File: src/rtl/lpc_txn_logger.sv
// rtl/lpc_txn_logger.sv - LPC I/O transaction capture FIFO with 4-byte record stream drain

// Record queue: one entry per captured transaction, level carries an extra bit
// so all DEPTH slots are usable and full/empty need no sacrificed entry.
module lpc_txn_fifo #(
  parameter int DEPTH = 16,
  parameter int WIDTH = 25
) (
  input  logic                     clk,
  input  logic                     reset,
  input  logic                     pushValid,
  input  logic [WIDTH-1:0]         pushData,
  output logic                     pushAccept,
  input  logic                     popReq,
  output logic [WIDTH-1:0]         popData,
  output logic                     empty,
  output logic [$clog2(DEPTH):0]   level,
  output logic [$clog2(DEPTH):0]   levelNext
);
  localparam int AW = $clog2(DEPTH);
  localparam int LW = AW + 1;

  logic [WIDTH-1:0] mem [DEPTH];
  logic [AW-1:0]    wrPtr;
  logic [AW-1:0]    rdPtr;
  logic             full;
  logic             doPop;

  assign full       = level[AW];
  assign empty      = (level == '0);
  assign doPop      = popReq && !empty;
  // a full queue still takes a push when the drain side frees a slot this cycle
  assign pushAccept = pushValid && (!full || doPop);
  assign popData    = mem[rdPtr];

  // next occupancy, shared with the top so busy can be registered alongside it
  always_comb begin
    levelNext = level;
    if (pushAccept && !doPop) begin
      levelNext = level + LW'(1);
    end else if (!pushAccept && doPop) begin
      levelNext = level - LW'(1);
    end
  end

  // entry storage; contents are don't-care until written
  always_ff @(posedge clk) begin
    if (pushAccept) begin
      mem[wrPtr] <= pushData;
    end
  end

  // pointers wrap naturally at DEPTH (power of two)
  always_ff @(posedge clk or posedge reset) begin
    if (reset) begin
      wrPtr <= '0;
      rdPtr <= '0;
      level <= '0;
    end else begin
      if (pushAccept) wrPtr <= wrPtr + AW'(1);
      if (doPop)      rdPtr <= rdPtr + AW'(1);
      level <= levelNext;
    end
  end
endmodule

// Top: address-window filter, overflow counter and record serializer.
module lpc_txn_logger #(
  parameter int          DEPTH     = 16,
  parameter logic [15:0] BASE_ADDR = 16'h0000,
  parameter logic [15:0] ADDR_MASK = 16'h0000
) (
  input  logic                     clk,
  input  logic                     reset,
  input  logic [15:0]              addr,
  input  logic [7:0]               wrData,
  input  logic [7:0]               rdData,
  input  logic                     didWrite,
  input  logic                     didRead,
  input  logic                     enableLog,
  input  logic                     clearOverflow,
  output logic [7:0]               streamData,
  output logic                     streamValid,
  input  logic                     streamReady,
  output logic [7:0]               overflowCount,
  output logic [$clog2(DEPTH):0]   fifoLevel,
  output logic                     busy
);
  typedef enum logic [2:0] {
    IDLE    = 3'd0,
    HDR     = 3'd1,
    ADDR_HI = 3'd2,
    ADDR_LO = 3'd3,
    DATA    = 3'd4
  } drainState_t;

  drainState_t state;
  drainState_t stateNext;

  logic                   qualify;
  logic                   wantPush;
  logic [24:0]            pushEntry;
  logic                   pushAccept;
  logic                   popReq;
  logic [24:0]            popData;
  logic                   fifoEmpty;
  logic [$clog2(DEPTH):0] levelNext;
  logic                   dropRead;
  logic                   dropFull;
  logic [1:0]             dropCount;
  logic [8:0]             ovSum;
  logic [23:0]            shadow;
  logic [7:0]             dataNext;
  logic                   handshake;

  assign qualify   = enableLog && ((addr & ADDR_MASK) == (BASE_ADDR & ADDR_MASK));
  assign wantPush  = qualify && (didWrite || didRead);
  // a write wins over a simultaneous read
  assign pushEntry = didWrite ? {1'b1, addr, wrData} : {1'b0, addr, rdData};
  assign dropRead  = qualify && didWrite && didRead;
  assign dropFull  = wantPush && !pushAccept;
  assign dropCount = {1'b0, dropRead} + {1'b0, dropFull};
  assign ovSum     = {1'b0, overflowCount} + {7'd0, dropCount};
  assign handshake = streamValid && streamReady;

  lpc_txn_fifo #(
    .DEPTH (DEPTH),
    .WIDTH (25)
  ) fifo (
    .clk        (clk),
    .reset      (reset),
    .pushValid  (wantPush),
    .pushData   (pushEntry),
    .pushAccept (pushAccept),
    .popReq     (popReq),
    .popData    (popData),
    .empty      (fifoEmpty),
    .level      (fifoLevel),
    .levelNext  (levelNext)
  );

  // drop counter; a clear coinciding with drops restarts from those drops
  always_ff @(posedge clk or posedge reset) begin
    if (reset) begin
      overflowCount <= 8'd0;
    end else if (clearOverflow) begin
      overflowCount <= {6'd0, dropCount};
    end else if (ovSum[8]) begin
      overflowCount <= 8'hFF;
    end else begin
      overflowCount <= ovSum[7:0];
    end
  end

  // drain sequencing and the byte to present after the next edge
  always_comb begin
    stateNext = state;
    popReq    = 1'b0;
    dataNext  = streamData;
    case (state)
      IDLE: begin
        if (!fifoEmpty) begin
          popReq    = 1'b1;
          stateNext = HDR;
          dataNext  = popData[24] ? 8'hA1 : 8'hA2;
        end
      end
      HDR: begin
        if (handshake) begin
          stateNext = ADDR_HI;
          dataNext  = shadow[23:16];
        end
      end
      ADDR_HI: begin
        if (handshake) begin
          stateNext = ADDR_LO;
          dataNext  = shadow[15:8];
        end
      end
      ADDR_LO: begin
        if (handshake) begin
          stateNext = DATA;
          dataNext  = shadow[7:0];
        end
      end
      DATA: begin
        if (handshake) begin
          if (!fifoEmpty) begin
            popReq    = 1'b1;
            stateNext = HDR;
            dataNext  = popData[24] ? 8'hA1 : 8'hA2;
          end else begin
            stateNext = IDLE;
          end
        end
      end
      default: stateNext = IDLE;
    endcase
  end

  // registered stream outputs, shadow record and busy flag
  always_ff @(posedge clk or posedge reset) begin
    if (reset) begin
      state       <= IDLE;
      streamValid <= 1'b0;
      streamData  <= 8'd0;
      shadow      <= 24'd0;
      busy        <= 1'b0;
    end else begin
      state       <= stateNext;
      streamValid <= (stateNext != IDLE);
      streamData  <= dataNext;
      if (popReq) shadow <= popData[23:0];
      busy        <= (stateNext != IDLE) || (levelNext != '0);
    end
  end
endmodule

File: config.mk
export PLATFORM = sky130hd
export DESIGN_NAME = lpc_txn_logger
export DESIGN_NICKNAME = d
export VERILOG_FILES = /design/src/rtl/lpc_txn_logger.sv
export SDC_FILE = /design/constraint.sdc
export NUM_CORES = 1
export LEC_CHECK = 0
export BUFFER_PORTS_ARGS = -buffer_cell sky130_fd_sc_hd__buf_2
export CAP_MARGIN = 20
export CORE_MARGIN = 1.5
export CORE_UTILIZATION = 45
export CTS_CLUSTER_SIZE = 16
export DETAILED_ROUTE_END_ITERATION = 12
export PLACE_DENSITY_LB_ADDON = 0.15
export SLEW_MARGIN = 20
export SYNTH_ARGS = -nofsm -noshare
export SYNTH_HDL_FRONTEND = slang
export SYNTH_HIERARCHICAL = 1
export SYNTH_SLANG_ARGS = --single-unit
File: constraint.sdc
create_clock -name clk -period 4.68 [get_ports clk]
set_input_delay 0 -clock clk [delete_from_list [all_inputs] [get_ports clk]]
set_output_delay 0 -clock clk [all_outputs]
set_load 0.01 [all_outputs]
== Word level (Yosys, flattened, before mapping) ==
Memories as Yosys holds them, arrays and structs flattened.
Index checks and enable logic that the tools add are counted.

* $add $sub $neg: 6
* Equality and inequality tests: 8
* Multiplexer cells: 24
* Reduce and logical (&&, ||, !) cells: 22

{| class="wikitable"
|+ Operator list
! kind !! number
|-
| two-way mux 8 bit || 7
|-
| one-hot mux 8 bit (5 select lines) || 1
|-
| two-way mux 25 bit || 1
|-
| two-way mux 3 bit || 5
|-
| one-hot mux 3 bit (5 select lines) || 1
|-
| two-way mux 5 bit || 2
|-
| nonzero test 5 bit || 2
|-
| adder 8 x 2 -> 9 bit || 1
|-
| logical AND 1 bit || 9
|-
| adder 4 x 1 -> 4 bit, second input constant || 2
|-
| != test 2 bit, second input constant || 4
|-
| == test 3 x 2 -> 1 bit, second input constant || 2
|-
| adder 5 x 1 -> 5 bit, second input constant || 1
|-
| logical NOT 5 bit || 1
|-
| two-way mux 1 bit || 5
|-
| AND reduction 5 bit || 1
|-
| subtractor 5 x 1 -> 5 bit, second input constant || 1
|-
| logical NOT 1 bit || 4
|-
| == test 3 x 1 -> 1 bit, second input constant || 1
|-
| == test 3 bit, second input constant || 1
|-
| logical NOT 3 bit || 1
|-
| logical OR 1 bit || 3
|-
| nonzero test 3 bit || 1
|-
| adder 1 x 1 -> 2 bit || 1
|-
| 2 further kinds || 2
|}

* Flip-flop bits (word level): 58
* Bits in writable memories: 400
* Input port bits: 39
* Output and inout bits: 23
* Memories kept: 1

{| class="wikitable"
|+ Memory list
! name !! depth !! width !! rd ports !! clocked after memory_dff !! write ports !! RTL line !! text
|-
| fifo.mem || 16 || 25 || 1 || 0 || 1 || 23 || <nowiki>logic [WIDTH-1:0] mem [DEPTH];</nowiki>
|}

== Logic depth before layout (Yosys ltp) ==
Gate-level depths: netlist of the first run.

* Depth after elaboration: 13
* Mapped depth: 20

== Modules after synthesis ==
The synthesis of the first run kept the hierarchy.

{| class="wikitable"
|+ By module, submodules not included
! module !! instances !! cells an instance !! area an instance (um^2) !! seq. area each (um^2)
|-
| lpc_txn_fifo || 1 || 654 || 15869.0 || 12336.8
|-
| lpc_txn_logger || 1 || 235 || 2239.6 || 1126.1
|}

== Worst setup path after synthesis of the first run ==
OpenSTA, ideal clock, no wires.

* Path type: reg-to-reg
* Start: register fifo.level[0]
* End: memory fifo.mem[0][0], enable pin
* Library setup time: 0.470 ns
* Arrival time: 4.386 ns
* Data required time: 4.210 ns
* Path slack: -0.176 ns
* Cell stages (with the launch flop): 12
* Path buffers: 2
* Cells stage by stage: dfrtp_1 > inv_1 > ha_1 > or4b_4 > inv_2 > or3_1 > buf_6 > inv_6 > buf_6 > nand2b_1 > nand2_1 > nor4_1

* Longest elaborated chain between the ends: 9
* Elaborated cells on any way between the ends: 10

{| class="wikitable"
|+ RTL lines
! what !! RTL line !! text
|-
| start, declared || 17 || <nowiki>output logic [$clog2(DEPTH):0] level,</nowiki>
|-
| start signal, assigned || 62 || <nowiki>level <= levelNext;</nowiki>
|-
| logical NOT 5 bit * || 30 || <nowiki>assign empty = (level == '0);</nowiki>
|-
| via fifoEmpty || 106 || <nowiki>logic fifoEmpty;</nowiki>
|-
| two-way mux 1 bit * || 162, 188 ||
|-
| two-way mux 1 bit || 187 || <nowiki>if (handshake) begin</nowiki>
|-
| one-hot mux 1 bit (2 select lines) * || 160 || <nowiki>case (state)</nowiki>
|-
| via popReq || 104 || <nowiki>logic popReq;</nowiki>
|-
| logical AND 1 bit * || 31 || <nowiki>assign doPop = popReq && !empty;</nowiki>
|-
| logical OR 1 bit * || 33 || <nowiki>assign pushAccept = pushValid && (!full || doPop);</nowiki>
|-
| logical AND 1 bit * || 33 ||
|-
| two-way mux 1 bit * || 48 || <nowiki>if (pushAccept) begin</nowiki>
|-
| two-way mux 1 bit (not written as such) * || 49 || <nowiki>mem[wrPtr] <= pushData;</nowiki>
|-
| end, declared || 23 ||
|}

The timed path passes the listed nets; every way through them passes the cells marked *.

== Worst setup path in the final report of the first run ==
* Start: register fifo.level[1]
* End: register overflowCount[6]

* Longest elaborated chain between the ends: 13
* Elaborated cells on any way between the ends: 14

{| class="wikitable"
|+ RTL lines
! what !! RTL line !! text
|-
| logical NOT 5 bit * || 30 ||
|-
| via fifoEmpty || 106 ||
|-
| two-way mux 1 bit || 162, 188 ||
|-
| two-way mux 1 bit || 187 ||
|-
| one-hot mux 1 bit (2 select lines) || 160 ||
|-
| logical AND 1 bit * || 31 ||
|-
| logical OR 1 bit * || 33 ||
|-
| logical AND 1 bit * || 33 ||
|-
| via pushAccept || 103 || <nowiki>logic pushAccept;</nowiki>
|-
| logical NOT 1 bit * || 121 || <nowiki>assign dropFull = wantPush && !pushAccept;</nowiki>
|-
| logical AND 1 bit * || 121 ||
|-
| adder 1 x 1 -> 2 bit * || 122 || <nowiki>assign dropCount = {1'b0, dropRead} + {1'b0, dropFull};</nowiki>
|-
| adder 8 x 2 -> 9 bit * || 123 || <nowiki>assign ovSum = {1'b0, overflowCount} + {7'd0, dropCount};</nowiki>
|-
| two-way mux 8 bit * || 148 || <nowiki>end else if (ovSum[8]) begin</nowiki>
|-
| two-way mux 8 bit * || 146 || <nowiki>end else if (clearOverflow) begin</nowiki>
|-
| end signal, assigned || 147 || <nowiki>overflowCount <= {6'd0, dropCount};</nowiki>
|-
| end signal, assigned || 151 || <nowiki>overflowCount <= ovSum[7:0];</nowiki>
|-
| end, declared || 85 || <nowiki>output logic [7:0] overflowCount,</nowiki>
|}

Marks and branches as above.
A chain may end at the register's enable or synchronous reset.

==> key figures, run 1 <==
Synth
  – Register area share after synthesis: 74.35%
  – Count of unique library cells instantiated by Yosys: 55
  – Post-synth EDFFs: 400
  – Post-synth top flop: edfxtp_1
  – Top post-synthesis cells by count: edfxtp_1, mux4_2, nand2_1, dfrtp_1, nor2_1
  – Synth Instances: 889
  – Synthesized area per cell: 20.37 um2
  – YS warnings: 6
  – Synth top area share: 66.33%
  – Mapped Nets: 940
  – Async S/R FF share, synth: 12.66%
  – Synthesized flop and latch total: 458
  – Dominant cell type by area after synthesis: edfxtp_1
  – Cell area after synthesis: 0.01811 mm2
  – Synth area leaders: edfxtp_1, mux4_2, dfrtp_1
  – Most common cell in the netlist: edfxtp_1

Pwr
  – Pwr dens: 582.7 mW/mm2
  – Peak supply drop: 0.0002975 V
  – LEAKAGE: 7.005 nW

Floorplanning
  – # IOs: 62
  – Area of the core: 0.03973 mm2
  – Cell row count: 73
  – Die area: 0.04145 mm2
  – Chip width: 203.6 um
  – Starting Density: 45.58%
  – Die H: 203.6 um

Worst setup path
  – Worst Path Required: 5120 ps
  – Worst path top cell family by delay: simple AND/OR/NAND/NOR gates
  – Most Frequent Cell on Critical Path: ha_1
  – Critical path's slowest cell: or4b_4
  – CP Capture Type: flop
  – CP max stage delay: 480 ps
  – Crit-path max FO: 31
  – Crit-path cells: inv_1 > ha_1 > or4b_4 > inv_2 > or3_1 > inv_6 > nand2b_1 > nand2_1 > clkinv_1 > nor2b_1 > ha_1 > ha_1 > inv_1 > fa_1 > and3b_1 > nand3_1 > nor3b_1 > nor3_1
  – Worst reg2reg path endpoint: overflowCount[6]
  – CP Launch Type: flop
  – Data arrival, critical path: 4660 ps
  – Worst reg-to-reg path cell count: 18
  – Worst reg2reg setup slack: 460 ps
  – Critical path type: flop to flop
  – FF-to-FF Start: fifo/level[1]
  – Buf+Inv Stages, Crit Path: 5

Clock tree
  – Clock-pin transition on the worst setup and hold timing paths: 60 ps
  – Max clock buf depth: 3
  – Root buf cell: clkbuf_16
  – Clock latency on the worst-skew pair: 560 ps
  – Num CTS Buffers: 47
  – Setup repair bufs after CTS: 0
  – CTS tree: built
  – Clk sink count: 458
  – CTS H-tree depth: 2

Placed design
  – DP Area: 0.01912 mm2
  – DPL Wire Length: 22,090 um
  – Placer Congestion: 0.8074
  – PortBufs: 61

Routing
  – Average wire per standard cell: 24.70 um
  – Routed wire length: 38,810 um
  – Pre-antenna DRT Iters: 5
  – Via Count: 8,759
  – WL met1: 17,030 um
  – Final routed DRC violation total: 0
  – Via-per-instance ratio: 5.575
  – Initial drt markers: 773
  – Top Metal Used: met4
  – Antenna Nets Post-Route: 0
  – Met2 wire len: 18,400 um
  – Met3 Routed Length: 2246 um

Timing
  – Fin Clk Skew: 7.600 ps
  – Final hold violation count: 0
  – Setup TNS: 0 ps
  – Fin crit share: 90.22%
  – Final Setup Violations: 0
  – Worst slew pin tran: 1004 ps
  – Fmax: 236.8 MHz
  – Tmin final: 4222 ps
  – Slew headroom: 33.10%
  – Slew Viols, Final: 0
  – RSZ-0062 raised after global routing: false

Global routing
  – Initial antenna violation count: 0
  – First-pass GRT wire length: 58,570 um
  – GRT Resource Usage Total: 19.57%
  – Pin count of the biggest net entering global routing: 74
  – Vias in the first global route: 9,191
  – Total gr overflow: 0

Cells and area
  – Inserted Diodes: 0
  – Final #Nets: 1,065
  – Design area: 0.02078 mm2
  – P&R area growth vs syn: 14.73%
  – Fraction of layout cells with a size suffix above 1: 29.16%

Outcome
  – Outcome: finished clean

Flow run
  – Maxcap violations: 0

Hold path
  – Hold path start: rdData[4]
  – HP Class: input pin to flop
  – Hold endpoint: fifo/mem[0][4]
  – Hold path cells: 2
-- where the power goes --
| part | switching, W | total [W] | internal [W] |
|---|---|---|---|
| Sequential | 0.000481 | 0.00539 | 0.00491 |
| Combinational | 0.00172 | 0.00339 | 0.00167 |
| Clock | 0.00145 | 0.00332 | 0.00187 |
-- timing repair --
action                                 4_1_cts  5_1_grt
hold buffers                                32        0
gates resized for setup                      0        0
endpoints found under the hold margin      408        0
-- layout make-up --
type | count | area (um2)
clock inverters | 15 | 68.82
multi-input cells | 369 | 4404
repair buffers | 118 | 825.8
flip-flops and latches | 458 | 13470
clock buffers | 66 | 1267
fillers | 3198 | 18960
well taps | 525 | 656.9
inverters | 20 | 81.33
-- cell usage in the layout (no fill, tap or decap), types with 5 or more instances in the layout --
| master | count |
|---|---|
| o2bb2ai_1 | 6 |
| buf_2 | 61 |
| nand3_1 | 7 |
| nor2_1 | 16 |
| clkbuf_16 | 47 |
| nand2_1 | 84 |
| inv_1 | 16 |
| edfxtp_1 | 400 |
| o21ai_0 | 7 |
| and2_2 | 8 |
| clkbuf_1 | 17 |
| mux2_2 | 14 |
| xnor2_1 | 8 |
| mux4_2 | 125 |
| dfrtp_1 | 55 |
| dlygate4sd3_1 | 32 |
| ha_1 | 11 |
| clkinv_1 | 11 |
| a21oi_1 | 5 |
| mux2i_1 | 5 |
| a22oi_1 | 6 |
| buf_4 | 24 |
| nor2b_1 | 6 |
-- cells by family (layout without fill, tap and decap cells) --
family | Yosys count | in the layout | synth area share [%]
flops | 458 | 458 | 74.35
simple gates | 159 | 159 | 4.153
mux | 146 | 146 | 16.82
buf+inv | 62 | 219 | 1.693
compound gates | 40 | 40 | 1.541
fa+ha+maj | 12 | 12 | 0.8706
xor+xnor | 12 | 12 | 0.5804
-- metal layers --
metal  GRT usage (%)  up-vias
li1                -     3831
met1           27.53     4632
met2           30.85      231
met3           3.883       65
met4           6.508        0
met5               0        -
-- worst max-delay path by stage --
stage / from / end / slack (ps) / cells past startpoint
after floorplan: fifo/level[0] / fifo/mem[0][0] / -180 / 11
after global placement: fifo/level[0] / overflowCount[6] / 530 / 18
after detailed placement: fifo/level[0] / overflowCount[6] / 490 / 18
after CTS: fifo/level[0] / overflowCount[6] / 460 / 18
after global routing: fifo/level[1] / overflowCount[6] / 20 / 18
final: fifo/level[1] / overflowCount[6] / 460 / 18
-- per-stage QoR --
stage	cells	total power (W)	setup WS [ps]	utilization, %	hold slack (ps)
floorplan	889	0.007836	-176.2	-	-123.0
global placement	1458	0.008903	533.8	48.12	67.06
detailed placement	1458	0.008920	488.1	48.12	73.69
CTS	1571	0.01228	457.3	52.29	0.04369
global route	1571	0.01270	15.58	52.29	46.37
finish	1571	0.01211	457.9	52.29	32.38
-- registers in the layout (all words and copies together), names as in the netlist, 3 cells and up --
name and flops:
streamData 8, fifo/rdPtr 4, fifo/level 5, state 3
overflowCount 8, shadow 24, fifo/wrPtr 4, fifo/mem 400
-- worst register-to-register path, cell delays in order, from the launching register on --
cell      delay, ps
dfrtp_1         430
inv_1           140
ha_1            160
or4b_4          480
inv_2           110
or3_1           200
inv_6           130
nand2b_1        190
nand2_1         260
clkinv_1        280
nor2b_1         180
ha_1            160
ha_1            170
inv_1            60
fa_1            480
and3b_1         320
nand3_1          90
nor3b_1         180
nor3_1           70
Power figures use the tool's default switching activity.
==> run 2: changes to the inputs <==
- SYNTH_HIERARCHICAL: 1 -> unset
- clock period: 4.68 -> 3.75 ns (I/O delays scaled with it)
==> run 2 against run 1 <==
Critical path depth shrank 5; synthesized cell count increased by 1.8%; worst hold slack got worse by 2.3 ps; sequential power grew 18%; routed wire length grew 6.9%; sequential share of layout area is 1.4 points lower; critical endpoint unchanged.
==> key figures, run 2 <==
Outcome
  – Outcome: finished clean (unchanged)

Timing
  – Fin crit share: 86.77% (was 90.22%)
  – Setup TNS: 0 ps (unchanged)
  – RSZ-0062 raised after global routing: false (unchanged)
  – Tmin final: 3254 ps (was 4222 ps)
  – Setup WS post-layout: 496.1 ps (was 457.9 ps)
  – Final Setup Violations: 0 (unchanged)
  – Slew Viols, Final: 0 (unchanged)
  – Worst slew pin tran: 721.7 ps (was 1004 ps)
  – Fmax: 307.3 MHz (was 236.8 MHz)
  – Fin Clk Skew: 15.83 ps (was 7.600 ps)
  – Final hold violation count: 0 (unchanged)
  – Slew headroom: 51.89% (was 33.10%)
  – Hold Slack: 30.11 ps (was 32.38 ps)

Placed design
  – Placer Congestion: 0.7964 (was 0.8074)
  – DPL Wire Length: 23,580 um (was 22,090 um)
  – DP Area: 0.01936 mm2 (was 0.01912 mm2)
  – PortBufs: 61 (unchanged)
  – Placed cells: 1,477 (was 1,458)
  – Pre-CTS WS: 508.7 ps (was 488.1 ps)

Global routing
  – Initial antenna violation count: 0 (unchanged)
  – First-pass GRT wire length: 61,620 um (was 58,570 um)
  – Total gr overflow: 0 (unchanged)
  – Vias in the first global route: 9,437 (was 9,191)
  – GRT Resource Usage Total: 20.61% (was 19.57%)
  – Pin count of the biggest net entering global routing: 87 (was 74)

Worst setup path
  – Critical path type: flop to flop (unchanged)
  – CP Capture Type: flop (unchanged)
  – Crit-path max FO: 12 (was 31)
  – Data arrival, critical path: 3700 ps (was 4660 ps)
  – Worst Path Required: 4200 ps (was 5120 ps)
  – CP Launch Type: flop (unchanged)
  – Worst reg-to-reg path cell count: 13 (was 18)

Routing
  – Average wire per standard cell: 25.97 um (was 24.70 um)
  – Antenna Nets Post-Route: 0 (unchanged)
  – Via-per-instance ratio: 5.736 (was 5.575)
  – Via Count: 9,161 (was 8,759)
  – Pre-antenna DRT Iters: 5 (unchanged)
  – Initial drt markers: 801 (was 773)
  – Routed wire length: 41,480 um (was 38,810 um)
  – Final routed DRC violation total: 0 (unchanged)

Cells and area
  – Commonest non-fill, non-tap cells in the layout: edfxtp_1, mux4_2, buf_2 (was edfxtp_1, mux4_2, nand2_1)
  – Largest register FFs: 400 (unchanged)
  – Inserted Diodes: 0 (unchanged)
  – Final #Nets: 1,084 (was 1,065)
  – Top flop regs: fifo.mem (400), shadow (24) (was fifo/mem (400), shadow (24))
  – Fin cells: 1,597 (was 1,571)
  – Design area: 0.02123 mm2 (was 0.02078 mm2)
  – Most common cell after layout, fill and taps aside: edfxtp_1 (unchanged)
  – P&R area growth vs syn: 17.10% (was 14.73%)
  – Top reg by flops: fifo.mem (was fifo/mem)
  – Fraction of layout cells with a size suffix above 1: 29.10% (was 29.16%)
  – Fillcell total: 3,109 (was 3,198)

Pwr
  – Peak supply drop: 0.0004615 V (was 0.0002975 V)
  – Pwr dens: 721.3 mW/mm2 (was 582.7 mW/mm2)
  – LEAKAGE: 7.232 nW (was 7.005 nW)

Floorplanning
  – Chip width: 203.7 um (was 203.6 um)
  – Cell row count: 73 (unchanged)
  – Area of the core: 0.03973 mm2 (unchanged)
  – Starting Density: 45.62% (was 45.58%)
  – # IOs: 62 (unchanged)
  – Die area: 0.04150 mm2 (was 0.04145 mm2)
  – Die H: 203.7 um (was 203.6 um)

Synth
  – Synth top area share: 66.26% (was 66.33%)
  – Most common cell in the netlist: edfxtp_1 (unchanged)
  – Synthesized flop and latch total: 458 (unchanged)
  – YS warnings: 0 (was 6)
  – Async S/R FF share, synth: 12.66% (unchanged)
  – Synth area leaders: edfxtp_1, mux4_2, dfrtp_1 (unchanged)
  – Register area share after synthesis: 74.27% (was 74.35%)
  – Mapped Nets: 956 (was 940)
  – Top post-synthesis cells by count: edfxtp_1, mux4_2, dfrtp_1, mux2i_1, o21ai_0 (was edfxtp_1, mux4_2, nand2_1, dfrtp_1, nor2_1)
  – Cell area after synthesis: 0.01813 mm2 (was 0.01811 mm2)
  – Synth Instances: 905 (was 889)
  – Post-synth EDFFs: 400 (unchanged)
  – Dominant cell type by area after synthesis: edfxtp_1 (unchanged)
  – Post-synth top flop: edfxtp_1 (unchanged)
  – Synthesized area per cell: 20.03 um2 (was 20.37 um2)
  – Count of unique library cells instantiated by Yosys: 52 (was 55)

Clock tree
  – Max clock buf depth: 3 (unchanged)
  – Resized cells post-CTS: 0 (unchanged)
  – CTS tree: built (unchanged)
  – Num CTS Buffers: 48 (was 47)
  – Root buf cell: clkbuf_16 (unchanged)
  – Clock latency on the worst-skew pair: 570 ps (was 560 ps)
  – Clock-pin transition on the worst setup and hold timing paths: 60 ps (about the same)
  – CTS H-tree depth: 2 (unchanged)
  – Clk sink count: 458 (unchanged)

Flow run
  – Maxcap violations: 0 (unchanged)

Hold path
  – HP Class: input pin to flop (unchanged)
  – Hold path cells: 1 (was 2)
run 2: through the flow:
stage / power [W] / utilization (%)
5_1_grt: 0.01600 / 53.42
3_3_place_gp: 0.01072 / 48.73
3_5_place_dp: 0.01075 / 48.73
6_report: 0.01531 / 53.42
2_1_floorplan: 0.009447 / -
4_1_cts: 0.01546 / 53.42
run 2: what timing repair did:
| item | CTS | global route |
|---|---|---|
| endpoints found under the setup margin | 0 | 0 |
| setup buffers | 0 | 0 |
| hold endpoints to repair | 391 | 0 |
| hold buffers | 31 | 0 |
run 2: cell families (layout without fill, tap and decap cells):
family,Yosys count,count (layout),share of synthesized area [%]
flip-flops,458,458,74.27
XOR/XNOR,12,12,0.5798
AND/OR/NAND/NOR,102,102,2.899
multiplexers,157,157,15.82
adder cells (fa/ha/maj),12,12,0.8697
AO/OA/AOI/OAI,110,110,4.086
buffers and inverters,54,221,1.477
run 2: layout make-up:
cell class | instances | area [um2] | area share, %
flip-flops and latches | 458 | 13470 | 63.46
repair buffers | 124 | 1094 | 5.152
multi-input cells | 393 | 4422 | 20.83
clock buffers | 62 | 1295 | 6.101
well taps | 525 | 656.9 | 3.095
clock inverters | 27 | 259.0 | 1.220
inverters | 8 | 30.03 | 0.1415
run 2: worst paths after layout:
| kind | start | endpoint | slack, ps |
|---|---|---|---|
| worst min register to register | shadow[2] | shadow[2] | 480 |
| worst max-delay path | fifo.level[0] | overflowCount[6] | 500 |
| min in group asynchronous | reset | streamValid | 80 |
| max in group asynchronous | reset | fifo.rdPtr[0] | 2750 |
| worst min-delay path | didWrite | fifo.mem[1][24] | 30 |
| worst max register to register | fifo.level[0] | overflowCount[6] | 500 |
run 2: layer usage:
layer / vias up / part of all wire [%] / GRT usage [%]
met5: - / 0 / 0
met4: 0 / 2.2 / 5.979
met3: 61 / 5.6 / 3.244
met2: 264 / 47 / 32.11
met1: 4853 / 45 / 30.24
li1: 3983 / - / -
run 2: power breakdown:
group	switching [W]	internal, W
Clock	0.00191	0.00278
Combinational	0.00222	0.00205
Sequential	0.000364	0.00600
run 2: worst max-delay path, cell delays in order, from the launching register on:
cell and delay (ps):
dfrtp_1 430, inv_1 130, ha_1 150, or4b_1 650
nand3_2 160, and3_1 160, ha_1 240, ha_1 220
fa_1 400, and3_1 170, nand2_1 130, inv_1 80
a21oi_1 150, nor3_1 60
==> run 3: changes to the inputs <==
- ABC_AREA: unset -> 1
==> run 3 against run 2 <==
Routed wire length is 16% higher; fmax up 10%; area after synthesis rose by 3.2%; synthesized cell count grew 79%; worst setup slack better by 300 ps; largest cell class unchanged; highest routed layer unchanged.
==> key figures, run 3 <==
Worst setup path
  – CP Capture Type: flop (unchanged)
  – Data arrival, critical path: 3240 ps (was 3700 ps)
  – Crit-path cells: inv_1 > ha_1 > inv_1 > nor2_1 > nand2_1 > nand3_2 > nand2_1 > nand2_1 > inv_1 > nand2_1 > nor2_4 > buf_4 (was inv_1 > ha_1 > or4b_1 > nand3_2 > and3_1 > ha_1 > ha_1 > fa_1 > and3_1 > nand2_1 > inv_1 > a21oi_1 > nor3_1)
  – Worst Path Required: 4030 ps (was 4200 ps)
  – Critical path's slowest cell: nor2_4 (was or4b_1)
  – CP max stage delay: 520 ps (was 650 ps)
  – CP Launch Type: flop (unchanged)
  – Most Frequent Cell on Critical Path: nand2_1 (was ha_1)
  – Critical path type: flop to flop (unchanged)
  – Crit-path max FO: 15 (was 12)

Clock tree
  – CTS tree: built (unchanged)
  – Setup repair bufs after CTS: 0 (unchanged)
  – Clock-pin transition on the worst setup and hold timing paths: 60 ps (about the same)
  – CTS hold repair buffers: 19 (was 31)
  – Max clock buf depth: 3 (unchanged)
  – Clock latency on the worst-skew pair: 590 ps (was 570 ps)
  – CTS H-tree depth: 2 (unchanged)
  – Root buf cell: clkbuf_16 (unchanged)
  – Num CTS Buffers: 49 (was 48)
  – Resized cells post-CTS: 0 (unchanged)
  – Clk sink count: 458 (unchanged)

Global routing
  – Met3 Use GR: 4.066% (was 3.244%)
  – Met1 Usage GRT: 32.42% (was 30.24%)
  – Initial antenna violation count: 0 (unchanged)
  – GRT Resource Usage Total: 23.06% (was 20.61%)
  – Busiest layer in global routing: met2 (unchanged)
  – First-pass GRT wire length: 72,450 um (was 61,620 um)
  – Pin count of the biggest net entering global routing: 138 (was 87)
  – Vias in the first global route: 12,020 (was 9,437)
  – Global routing usage on met2: 36.13% (was 32.11%)
  – Total gr overflow: 0 (unchanged)

Synth
  – Dominant cell type by area after synthesis: edfxtp_1 (unchanged)
  – Synth Instances: 1,622 (was 905)
  – Main combinational cell family by area after synthesis: simple AND/OR/NAND/NOR gates (was multiplexers)
  – Mapped Nets: 1,673 (was 956)
  – Post-synth EDFFs: 400 (unchanged)
  – Top post-synthesis cells by count: nand2_1, edfxtp_1, nand3_1, nor2_1, a21oi_1 (was edfxtp_1, mux4_2, dfrtp_1, mux2i_1, o21ai_0)
  – Synthesized area per cell: 11.53 um2 (was 20.03 um2)
  – Count of unique library cells instantiated by Yosys: 35 (was 52)
  – Synthesized flop and latch total: 458 (unchanged)
  – Post-Synth XOR/XNOR Area: 0.5149% (was 0.5798%)
  – Adder-cell share of the synthesized area: 0.8426% (was 0.8697%)
  – Post-synth top flop: edfxtp_1 (unchanged)
  – Most common cell in the netlist: nand2_1 (was edfxtp_1)
  – Post-Synth Simple-Gate Area: 16.83% (was 2.899%)
  – Async S/R FF share, synth: 12.66% (unchanged)
  – Register area share after synthesis: 71.96% (was 74.27%)
  – YS warnings: 0 (unchanged)
  – Compound-gate portion of the synthesized area: 6.567% (was 4.086%)
  – Synth area leaders: edfxtp_1, nand2_1, dfrtp_1 (was edfxtp_1, mux4_2, dfrtp_1)
  – Cell area after synthesis: 0.01871 mm2 (was 0.01813 mm2)
  – Mux contribution to synthesized area: 0% (was 15.82%)
  – Synth top area share: 64.20% (was 66.26%)

Timing
  – Hold Slack: 65.46 ps (was 30.11 ps)
  – Fmax: 338.0 MHz (was 307.3 MHz)
  – RSZ-0062 raised after global routing: false (unchanged)
  – Slew Viols, Final: 0 (unchanged)
  – Fin Clk Skew: 19.71 ps (was 15.83 ps)
  – Fin crit share: 78.89% (was 86.77%)
  – Final Setup Violations: 0 (unchanged)
  – Final hold violation count: 0 (unchanged)
  – Tmin final: 2958 ps (was 3254 ps)
  – Setup TNS: 0 ps (unchanged)
  – Slew headroom: 34.20% (was 51.89%)
  – Worst slew pin tran: 984.6 ps (was 721.7 ps)

Pwr
  – LEAKAGE: 8.074 nW (was 7.232 nW)
  – Peak supply drop: 0.0004424 V (was 0.0004615 V)
  – Pwr Total: 0.01678 W (was 0.01531 W)
  – Pwr dens: 774.0 mW/mm2 (was 721.3 mW/mm2)

Floorplanning
  – Die area: 0.04281 mm2 (was 0.04150 mm2)
  – Starting Density: 45.72% (was 45.62%)
  – Die H: 206.9 um (was 203.7 um)
  – # IOs: 62 (unchanged)
  – Chip width: 206.9 um (was 203.7 um)
  – Area of the core: 0.04092 mm2 (was 0.03973 mm2)
  – Cell row count: 74 (was 73)

Cells and area
  – Largest register FFs: 400 (unchanged)
  – Fin cells: 2,279 (was 1,597)
  – Commonest non-fill, non-tap cells in the layout: nand2_1, edfxtp_1, nand3_1 (was edfxtp_1, mux4_2, buf_2)
  – Fraction of layout cells with a size suffix above 1: 11.45% (was 29.10%)
  – Inserted Diodes: 0 (unchanged)
  – P&R area growth vs syn: 15.87% (was 17.10%)
  – Top reg by flops: fifo.mem (unchanged)
  – Fillcell total: 3,530 (was 3,109)
  – Final #Nets: 1,757 (was 1,084)
  – Top flop regs: fifo.mem (400), shadow (24) (unchanged)
  – Most common cell after layout, fill and taps aside: nand2_1 (was edfxtp_1)

Routing
  – Final routed DRC violation total: 0 (unchanged)
  – Average wire per standard cell: 21.08 um (was 25.97 um)
  – Via Count: 12,320 (was 9,161)
  – Pre-antenna DRT Iters: 7 (was 5)
  – Antenna Nets Post-Route: 0 (unchanged)
  – Routed wire length: 48,040 um (was 41,480 um)
  – Initial drt markers: 1,155 (was 801)
  – Via-per-instance ratio: 5.405 (was 5.736)

Placed design
  – PortBufs: 61 (unchanged)
  – Placed cells: 2,168 (was 1,477)
  – Placer Congestion: 0.8388 (was 0.7964)
  – DPL Wire Length: 28,400 um (was 23,580 um)

Outcome
  – Outcome: finished clean (unchanged)

Flow run
  – Maxcap violations: 0 (unchanged)

Hold path
  – HP Class: input pin to flop (unchanged)
[run 3: worst paths after layout]
check | start | endpoint | slack, ps | cells after the start
worst min register to register | shadow[9] | shadow[9] | 490 | 2
min in group asynchronous | reset | fifo.rdPtr[3] | 80 | 3
worst max-delay path | fifo.level[0] | fifo.mem[8][20] | 790 | 12
worst max register to register | fifo.level[0] | fifo.mem[8][20] | 790 | 12
max in group asynchronous | reset | streamData[4] | 2780 | 4
worst min-delay path | didRead | overflowCount[0] | 70 | 6
[run 3: layout make-up]
class	count	area, um2	area share (%)
timing repair buffer	118	930.9	4.294
multi-input combinational	1023	4751	21.92
clock buffer	65	1339	6.176
inverter	56	215.2	0.9927
sequential	458	13470	62.13
clock inverter	27	309.0	1.426
tap	532	665.6	3.071
[run 3: metrics by stage]
stage / area (um2) / utilization [%] / setup WS (ps)
after floorplan: 18710 / - / 769.3
after global placement: 19840 / 48.48 / 833.8
after detailed placement: 19840 / 48.48 / 795.7
after CTS: 21680 / 52.97 / 755.0
after global routing: 21680 / 52.97 / 534.6
final: 21680 / 52.97 / 791.7
[run 3: power by group]
group | switching [W] | leakage (nW) | internal, W
sequential | 0.000319 | 4.30 | 0.00612
clock | 0.00198 | 0.803 | 0.00299
combinational | 0.00384 | 2.97 | 0.00153
[run 3: cells by family after synthesis]
kind of cell    after synthesis
simple gates                776
flops                       458
compound gates              224
buf+inv                     141
fa+ha+maj                    12
xor+xnor                     11
[run 3: layer usage]
metal / vias to the layer above / wire, um
met3: 77 / 3095
met4: 0 / 1368
li1: 5836 / -
met5: - / 0
met1: 6066 / 21730
met2: 338 / 21850
[run 3: critical path: cells and delay by family (launching register included)]
kind                       cells  cell delay, ps
DFF                            1             400
and+or+nand+nor                7            1300
adders and majority gates      1             230
buffers and inverters          4             710
